`config.mk`:
```
export PLATFORM = sky130hd
export DESIGN_NAME = fifo_scoreboard
export DESIGN_NICKNAME = d
export VERILOG_FILES = /design/src/rtl/fifo_scoreboard_pkg.sv /design/src/rtl/sat_counter.sv /design/src/rtl/fifo_scoreboard.sv
export SDC_FILE = /design/constraint.sdc
export NUM_CORES = 1
export LEC_CHECK = 0
export CAP_MARGIN = 20
export CORE_MARGIN = 2
export CORE_UTILIZATION = 30
export DETAILED_ROUTE_END_ITERATION = 8
export GPL_ROUTABILITY_DRIVEN = 0
export PLACE_DENSITY = 0.47
export SYNTH_ARGS = -nofsm -noshare
export SYNTH_HDL_FRONTEND = slang
export SYNTH_SLANG_ARGS = --single-unit
```
`constraint.sdc`:
```
create_clock -name i_clk -period 5.85 [get_ports i_clk]
set_clock_uncertainty 0.1 [all_clocks]
set_input_delay 0.8775 -clock i_clk [delete_from_list [all_inputs] [get_ports i_clk]]
set_output_delay 0.8775 -clock i_clk [all_outputs]
set_load 0.02 [all_outputs]
```
`src/rtl/fifo_scoreboard_pkg.sv`:
```
// Shared types and defaults for the FIFO scoreboard checker.
package fifo_scoreboard_pkg;

  // Default width of the push/pop/mismatch event counters.
  localparam int unsigned CNT_W_DEFAULT = 32;

  // What happened to the popped word in a given cycle.
  typedef enum logic [1:0] {
    CMP_NONE,
    CMP_MATCH,
    CMP_MISMATCH,
    CMP_UNDERFLOW
  } cmp_e;

endpackage

```
`src/rtl/sat_counter.sv`:
```
// Event counter that sticks at all-ones instead of wrapping.
module sat_counter #(
  parameter int W = 32
) (
  input  logic         i_clk,
  input  logic         i_rst,
  input  logic         i_clear,
  input  logic         i_inc,
  output logic [W-1:0] o_count
);

  logic [W-1:0] count_q;
  logic [W-1:0] count_d;

  function automatic logic [W-1:0] sat_inc(input logic [W-1:0] v);
    return (&v) ? v : v + {{(W-1){1'b0}}, 1'b1};
  endfunction

  // Next count: clear wins over increment; increment saturates.
  always_comb begin
    count_d = count_q;
    if (i_clear) begin
      count_d = '0;
    end else if (i_inc) begin
      count_d = sat_inc(count_q);
    end
  end

  // Count register.
  always_ff @(posedge i_clk or posedge i_rst) begin
    if (i_rst) begin
      count_q <= '0;
    end else begin
      count_q <= count_d;
    end
  end

  assign o_count = count_q;

endmodule

```
`src/rtl/fifo_scoreboard.sv`:
```
// In-bench checker for a single-clock FIFO-like DUT: mirrors accepted words
// in an expected queue and compares every delivered word against its head.
module fifo_scoreboard
  import fifo_scoreboard_pkg::*;
#(
  parameter int WIDTH  = 8,
  parameter int DEPTH  = 16,
  parameter int CNT_W  = CNT_W_DEFAULT,
  parameter int BYPASS = 0
) (
  input  logic                     i_clk,
  input  logic                     i_rst,
  input  logic                     i_cg,
  input  logic                     i_clear,
  input  logic                     i_pushValid,
  input  logic [WIDTH-1:0]         i_pushData,
  input  logic                     i_popValid,
  input  logic [WIDTH-1:0]         i_popData,
  output logic [$clog2(DEPTH):0]   o_occupancy,
  output logic [CNT_W-1:0]         o_nPushed,
  output logic [CNT_W-1:0]         o_nPopped,
  output logic [CNT_W-1:0]         o_nMismatch,
  output logic                     o_mismatchValid,
  output logic [WIDTH-1:0]         o_mismatchExpected,
  output logic [WIDTH-1:0]         o_mismatchActual,
  output logic                     o_errMismatch,
  output logic                     o_errUnderflow,
  output logic                     o_errOverflow
);

  localparam int AW = $clog2(DEPTH);
  localparam int PW = AW + 1;
  localparam bit BYP = (BYPASS != 0);

  // Expected-word storage; contents are meaningless outside [rptr, wptr).
  logic [WIDTH-1:0] mem_q [DEPTH];

  logic [PW-1:0]    wptr_q, wptr_d;
  logic [PW-1:0]    rptr_q, rptr_d;
  logic [PW-1:0]    occ_q, occ_d;
  logic             mv_q, mv_d;
  logic [WIDTH-1:0] mexp_q, mexp_d;
  logic [WIDTH-1:0] mact_q, mact_d;
  logic             err_mis_q, err_mis_d;
  logic             err_und_q, err_und_d;
  logic             err_ovf_q, err_ovf_d;

  logic             push_ev, pop_ev, clr;
  logic             empty, full;
  logic             bypass_hit, do_read, do_write, overflow;
  logic [WIDTH-1:0] head;
  logic [WIDTH-1:0] cmp_exp;
  cmp_e             outcome;

  // The clock gate qualifies every event and the synchronous clear alike.
  assign push_ev = i_cg & i_pushValid;
  assign pop_ev  = i_cg & i_popValid;
  assign clr     = i_cg & i_clear;

  // MSB differs with equal low bits -> full; identical pointers -> empty.
  assign empty = (wptr_q == rptr_q);
  assign full  = (wptr_q[AW] != rptr_q[AW]) &&
                 (wptr_q[AW-1:0] == rptr_q[AW-1:0]);
  assign head  = mem_q[rptr_q[AW-1:0]];

  // Decide this cycle's queue actions and compare outcome from pre-cycle state.
  always_comb begin
    bypass_hit = BYP && push_ev && pop_ev && empty;
    do_read    = pop_ev && !empty;
    // A pop in the same cycle frees the slot, so a push into a full queue is legal then.
    do_write   = push_ev && !bypass_hit && (!full || do_read);
    overflow   = push_ev && full && !do_read;
    cmp_exp    = head;
    outcome    = CMP_NONE;
    if (bypass_hit) begin
      cmp_exp = i_pushData;
      outcome = (i_popData == i_pushData) ? CMP_MATCH : CMP_MISMATCH;
    end else if (do_read) begin
      outcome = (i_popData == head) ? CMP_MATCH : CMP_MISMATCH;
    end else if (pop_ev) begin
      outcome = CMP_UNDERFLOW;
    end
  end

  // Next-state for pointers, occupancy, mismatch capture and sticky flags.
  always_comb begin
    wptr_d    = wptr_q + (do_write ? PW'(1) : PW'(0));
    rptr_d    = rptr_q + (do_read  ? PW'(1) : PW'(0));
    mv_d      = 1'b0;
    mexp_d    = mexp_q;
    mact_d    = mact_q;
    err_mis_d = err_mis_q;
    err_und_d = err_und_q | (outcome == CMP_UNDERFLOW);
    err_ovf_d = err_ovf_q | overflow;
    if (outcome == CMP_MISMATCH) begin
      mv_d      = 1'b1;
      mexp_d    = cmp_exp;
      mact_d    = i_popData;
      err_mis_d = 1'b1;
    end
    if (clr) begin
      wptr_d    = '0;
      rptr_d    = '0;
      mv_d      = 1'b0;
      mexp_d    = '0;
      mact_d    = '0;
      err_mis_d = 1'b0;
      err_und_d = 1'b0;
      err_ovf_d = 1'b0;
    end
    occ_d = wptr_d - rptr_d;
  end

  // Control and reported-state registers.
  always_ff @(posedge i_clk or posedge i_rst) begin
    if (i_rst) begin
      wptr_q    <= '0;
      rptr_q    <= '0;
      occ_q     <= '0;
      mv_q      <= 1'b0;
      mexp_q    <= '0;
      mact_q    <= '0;
      err_mis_q <= 1'b0;
      err_und_q <= 1'b0;
      err_ovf_q <= 1'b0;
    end else begin
      wptr_q    <= wptr_d;
      rptr_q    <= rptr_d;
      occ_q     <= occ_d;
      mv_q      <= mv_d;
      mexp_q    <= mexp_d;
      mact_q    <= mact_d;
      err_mis_q <= err_mis_d;
      err_und_q <= err_und_d;
      err_ovf_q <= err_ovf_d;
    end
  end

  // Queue storage write; no reset needed since the pointers define validity.
  always_ff @(posedge i_clk) begin
    if (do_write) begin
      mem_q[wptr_q[AW-1:0]] <= i_pushData;
    end
  end

  sat_counter #(.W(CNT_W)) u_cnt_push (
    .i_clk   (i_clk),
    .i_rst   (i_rst),
    .i_clear (clr),
    .i_inc   (push_ev),
    .o_count (o_nPushed)
  );

  sat_counter #(.W(CNT_W)) u_cnt_pop (
    .i_clk   (i_clk),
    .i_rst   (i_rst),
    .i_clear (clr),
    .i_inc   (pop_ev),
    .o_count (o_nPopped)
  );

  sat_counter #(.W(CNT_W)) u_cnt_mis (
    .i_clk   (i_clk),
    .i_rst   (i_rst),
    .i_clear (clr),
    .i_inc   (outcome == CMP_MISMATCH),
    .o_count (o_nMismatch)
  );

  assign o_occupancy        = occ_q;
  assign o_mismatchValid    = mv_q;
  assign o_mismatchExpected = mexp_q;
  assign o_mismatchActual   = mact_q;
  assign o_errMismatch      = err_mis_q;
  assign o_errUnderflow     = err_und_q;
  assign o_errOverflow      = err_ovf_q;

endmodule

```
After elaboration in Yosys (flattened, before gate mapping)
Memory sizes are Yosys's and may differ from the RTL's.
Index checks and enable logic that the tools add are counted.
- input port bits: 22
- memories kept: 1
- memory bits (writable): 128
- output and inout port bits: 121
- register bits: 131
- logic and storage cells: 79
- memory list (name ; words ; width ; rd ports ; clocked after Yosys merged registers in ; write ports ; RTL line ; RTL):
    mem_q ; 16 ; 8 ; 1 ; 0 ; 1 ; fifo_scoreboard.sv:36 ; logic [WIDTH-1:0] mem_q [DEPTH];
- bitwise gates (word level): 5
- reduce and logical (&&, ||, !) cells: 18
- muxes and demuxes: 28
- $add $sub $neg: 6
- equal/unequal tests: 9
- operator list (kind ; number):
    $mux 32 ; 9
    $add 32x1->32 const B ; 3
    $reduce_and 32->1 ; 3
    $mux 8 ; 4
    $add 5x1->5 ; 2
    $mux 1 ; 10
    $mux 5 ; 2
    $eq 8x8->1 ; 1
    $mux 2 ; 3
    $ne 2x2->1 const B ; 3
    $reduce_and 2->1 ; 3
    $reduce_bool 2->1 ; 3
    $eq 5x5->1 ; 1
    $logic_and 1x1->1 ; 5
    $sub 5x5->5 ; 1
    $eq 2x2->1 const B ; 2
    $eq 4x4->1 ; 1
    $and 1x1->1 ; 3
    $logic_not 1->1 ; 3
    $or 1x1->1 ; 2
    $logic_or 1x1->1 ; 1
    $ne 1x1->1 ; 1

Logic depth before layout (Yosys ltp)
- word-level depth: 9
- mapped depth: 17
- depth with buffers taken out: 13

By module
Synthesis repeated with hierarchy kept, for this count alone.
- cells, all modules: 1010
- area total of the unflattened synthesis: 12468.2 um^2
- by module, submodules not included (module ; area each (um^2) ; cells an instance ; times used):
    fifo_scoreboard ; 6980.4 ; 440 ; 1
    sat_counter ; 1829.3 ; 190 ; 3

Worst setup path after synthesis
Ideal clock, no wire load.
- kind: flip-flop to flip-flop
- from: register rptr_q[2]
- to: register occ_q[4] (netlist: o_occupancy[4])
- clock period less this slack: 3306 ps
- required time: 5670 ps
- cell stages (with the launch flop): 15
- arrival: 3126 ps
- slack: 2544 ps
- cells stage by stage: dfrtp_1 clkbuf_1 clkbuf_1 xnor2_1 nand4_1 nor3_1 nor2_1 ha_1 ha_1 and2_1 fa_1 a21o_1 a21oi_1 xnor2_1 xnor2_1
- cells in the longest elaborated chain, start to end: 9
- elaborated cells between the ends (all ways): 15
- those cells by class: 3 x add/sub; 2 x eq/ne; 4 x mux; 6 x reduce/logical
- ends and longest elaborated chain (item ; RTL line ; RTL):
    start, declared ; fifo_scoreboard.sv:39 ; logic [PW-1:0] rptr_q, rptr_d;
    start signal, assigned ; fifo_scoreboard.sv:128 ; rptr_q <= rptr_d;
    $eq 5x5->1 or $eq 4x4->1 (tied branches) ; fifo_scoreboard.sv:61, fifo_scoreboard.sv:63 ;
    $logic_not 1->1 or $logic_and 1x1->1 (tied branches) ; fifo_scoreboard.sv:69, fifo_scoreboard.sv:62 ;
    $logic_and 1x1->1 or $logic_not 1->1 (tied branches) ; fifo_scoreboard.sv:69, fifo_scoreboard.sv:71 ;
    $logic_or 1x1->1 (*) ; fifo_scoreboard.sv:71 ; do_write = push_ev && !bypass_hit && (!full || do_read);
    $logic_and 1x1->1 (*) ; fifo_scoreboard.sv:71 ;
    $mux 1 (*) ; fifo_scoreboard.sv:87 ; wptr_d = wptr_q + (do_write ? PW'(1) : PW'(0));
    $add 5x1->5 (*) ; fifo_scoreboard.sv:87 ;
    $mux 5 (*) ; fifo_scoreboard.sv:101 ; if (clr) begin
    via wptr_d[1] ; fifo_scoreboard.sv:38 ; logic [PW-1:0] wptr_q, wptr_d;
    $sub 5x5->5 (*) ; fifo_scoreboard.sv:111 ; occ_d = wptr_d - rptr_d;
    via occ_d[4] ; fifo_scoreboard.sv:40 ; logic [PW-1:0] occ_q, occ_d;
    end signal, assigned ; fifo_scoreboard.sv:119 ; occ_q <= '0;
    end signal, assigned ; fifo_scoreboard.sv:129 ; occ_q <= occ_d;
    end, declared ; fifo_scoreboard.sv:40 ;
The timed path passes the listed nets; every way through them passes the cells marked *.
A chain may end at the register's enable or synchronous reset.

Worst setup path after layout
- from: register rptr_q[3]
- to: register u_cnt_mis.count_q[25] (netlist: u_cnt_mis.o_count[25])
- cells in the longest elaborated chain, start to end: 7
- elaborated cells between the ends (all ways): 10
- those cells by class: 3 x eq/ne; 2 x mux; 4 x reduce/logical; 1 x memory
- ends and longest elaborated chain (item ; RTL line ; RTL):
    $mem_v2 16x8 or $eq 5x5->1 (tied branches) ; -- ;
    $eq 8x8->1 or $logic_not 1->1 (tied branches) ; fifo_scoreboard.sv:79, fifo_scoreboard.sv:69 ;
    $mux 2 or $logic_and 1x1->1 (tied branches) ; fifo_scoreboard.sv:79, fifo_scoreboard.sv:69 ;
    $mux 2 (*) ; fifo_scoreboard.sv:78 ; end else if (do_read) begin
    $eq 2x2->1 (*) ; fifo_scoreboard.sv:166 ; .i_inc (outcome == CMP_MISMATCH),
    $reduce_bool 2->1 (no line) (*) ; -- ;
    $reduce_and 2->1 (no line) (*) ; -- ;
    end signal, assigned ; sat_counter.sv:34 ; count_q <= count_d;
    end, declared ; sat_counter.sv:12 ; logic [W-1:0] count_q;
Mark *: on every way between the ends. The rest lies on a longest branch, timed or not.

==> impl_metrics.ini <==
[outcome]
status = finished clean

[detailed_routing]
ant_nets = 0
vias = 8383
wirelength_mm = 31.2
via_per_inst = 4.95
first_pass_iters = 5
drc = 0
wl_per_cell_um = 18.4
drtIter0Drc = 468

[power_and_ir_drop]
ir_drop_mv = 0.221
p_int_mw = 3.48
power_density_mw_per_mm2 = 332
p_seq_share_pct = 43.0
power_frac_comb_pct = 21.5
power.net_switching_mw = 1.47
swShare_pct = 29.8
leakage_nw = 5.44
p_clk_share_pct = 35.6
power_mw = 4.95

[synth]
ys_types = 67
syn_area_mm2 = 0.0121
ys.warnings.count = 0
yosysMostFrequentCell = dfrtp_1
ys_seq_elements = 259
synth_area_leaders = edfxtp_1, dfrtp_1, xor2_1
synth_cells = 1006
synth_top_cell_area_share_pct = 31.8
ys_seq_area_share_pct = 58.9
async_flop_share_pct = 50.6
synth_common_cells = dfrtp_1, edfxtp_1, nor2_1
synth_edf_count = 128
synth_top_flop_cell = dfrtp_1
synth_area_per_cell_um2 = 12.0
synth_fp_nets = 1040
yosys.area.top_type = edfxtp_1

[critical_path]
start_kind = flip-flop
crit_chain = nor2b_1, o2bb2ai_1, a221oi_1, mux2_2, a2111o_1, nor3_1, o21ai_0, nor3b_1
cp_slowest_cell = dfrtp_1
cp.arrival_ps = 4470
crit_buf_inv = 0
crit_path_max_incr_delay_ps = 1010
critical_path_required_ps = 6210
ff2ff_setup_slack_ps = 1740
crit_type = flip-flop to flip-flop
cp_max_fo = 23
cp_top_family = simple AND/OR/NAND/NOR gates
endpoint_kind = flip-flop

[cells_and_area]
final_core_util_pct = 37.5
fill_cells = 3881
num-nets-final = 1180
layout.cells.non_filler = 1695
drive_gt1_share_pct = 8.81
areaGrowthSynthToFinish_pct = 23.4

[clock_tree]
cts_buffer_depth = 3
cts_hold_buffers = 0
post_cts_resized = 0
numCtsBuffers = 30
path_clk_slew_ps = 60
cts_num_sinks = 259
clkLatencyLatePin_ps = 580
postCtsSetupBuffers = 0
root_buffer = clkbuf_16
h-tree-depth = 1
cts_tree = done

[placed_design]
portBuffers = 142
hpwl_mm = 21.3
dpl.cell_count = 1639

[timing]
rsz0062_at_grt = false
final.min_clock_period_ps = 4110
timing.fmax_mhz = 243
finalCritPeriodShare_pct = 70.3
slew_headroom_pct = 31.3
drv_slew = 0
finalHoldViolations = 0
setup_viol = 0
tightest_slew_ps = 1020
fin_setup_tns_ps = 0

[global_route]
first_global_vias = 8121
grt_max_degree = 91
grt.overflow.total = 0
grt_pass1_wl_mm = 48.5
grt.total_usage_pct = 14.8
antenna_found_initial = 0

[floorplan]
chipWidth_um = 205
die_height_um = 205
fp-row-count = 73
dieArea_mm2 = 0.0419
core_mm2 = 0.0397
start_util_pct = 30.4
ios = 143

[run]
cap_violations = 0

[min_path]
min_path_type = flip-flop to flip-flop
-- kinds of logic (layout without fill, tap and decap cells) --
logic type	count (synthesis)	count (layout)	synth area share, %
AO/OA/AOI/OAI	140	140	7.29
XOR/XNOR	68	68	4.93
adder cells (fa/ha/maj)	12	12	1.30
buffers and inverters	70	233	3.20
flip-flops	259	259	58.9
multiplexers	65	65	7.19
other	0	1	0
AND/OR/NAND/NOR	392	392	17.2
-- worst reg2reg max path, stage by stage, from the launching register on --
cell and delay [ps]:
dfrtp_1 1010, nor2b_1 350, o2bb2ai_1 230, a221oi_1 340
mux2_2 390, a2111o_1 420, nor3_1 810, o21ai_0 180
nor3b_1 170
-- path summary, 6_finish.rpt --
check | from | endpoint | depth (start not counted)
max | rptr_q[3] | u_cnt_mis.o_count[25] | 8
min | o_mismatchActual[6] | o_mismatchActual[6] | 2
max reg2reg | rptr_q[3] | u_cnt_mis.o_count[25] | 8
min reg2reg | o_mismatchActual[6] | o_mismatchActual[6] | 2
max in group asynchronous | i_rst | u_cnt_push.o_count[21] | 3
min in group asynchronous | i_rst | u_cnt_pop.o_count[12] | 2
-- flip-flops by register name, indices dropped and copies added (netlist names) --
register,cells
mem_q,128
o_errMismatch,1
o_errOverflow,1
o_errUnderflow,1
o_mismatchActual,8
o_mismatchExpected,8
o_mismatchValid,1
o_occupancy,5
rptr_q,5
u_cnt_mis.o_count,32
u_cnt_pop.o_count,32
u_cnt_push.o_count,32
wptr_q,5
-- final cells by class --
cell class | count | area [um2] | share of cell area [%]
sequential | 259 | 7120 | 47.8
multi-input combinational | 677 | 4580 | 30.7
timing repair buffer | 158 | 1540 | 10.3
clock buffer | 41 | 822 | 5.51
tap | 525 | 657 | 4.40
clock inverter | 14 | 105 | 0.705
inverter | 20 | 80.1 | 0.537
antenna | 1 | 2.50 | 0.0168
-- placed cells by master, fill, tap and decap left out, types with 30 or more instances in the layout --
cell             netlist  routed
clkdlybuf4s50_1        0     142
a21oi_1               48      48
mux2i_1               35      35
o21ai_0               32      32
dfrtp_1              131     130
clkbuf_16              0      30
nand2_1               70      70
xor2_1                42      42
nand3_1               55      55
nor2_1                89      89
nand4_1               31      31
edfxtp_1             128     128
-- layer usage --
layer | wire length (um) | vias to the layer above | global-route usage [%]
met5 | 0 | - | 0
met4 | 555 | 0 | 3.78
met3 | 1400 | 38 | 2.12
met2 | 14100 | 187 | 23.0
met1 | 15100 | 4132 | 21.5
li1 | - | 4026 | -
-- power by group through the flow --
stage,Sequential [mW],Clock [mW],Combinational (mW)
3_5_place_dp,2.17,0,1.07
3_3_place_gp,2.16,0,1.07
5_1_grt,2.15,1.89,1.16
4_1_cts,2.13,1.82,1.08
6_report,2.13,1.76,1.06
2_1_floorplan,2.20,0,0.696
-- metrics by stage --
step | cell area [um2] | setup slack, ps | hold slack [ps]
after floorplan | 12100 | 1370 | 496
after global placement | 14000 | 1770 | 389
after detailed placement | 14000 | 1680 | 395
after CTS | 14900 | 1700 | 409
after global routing | 14900 | 1300 | 438
final | 14900 | 1740 | 404
Power figures use the tool's default switching activity.
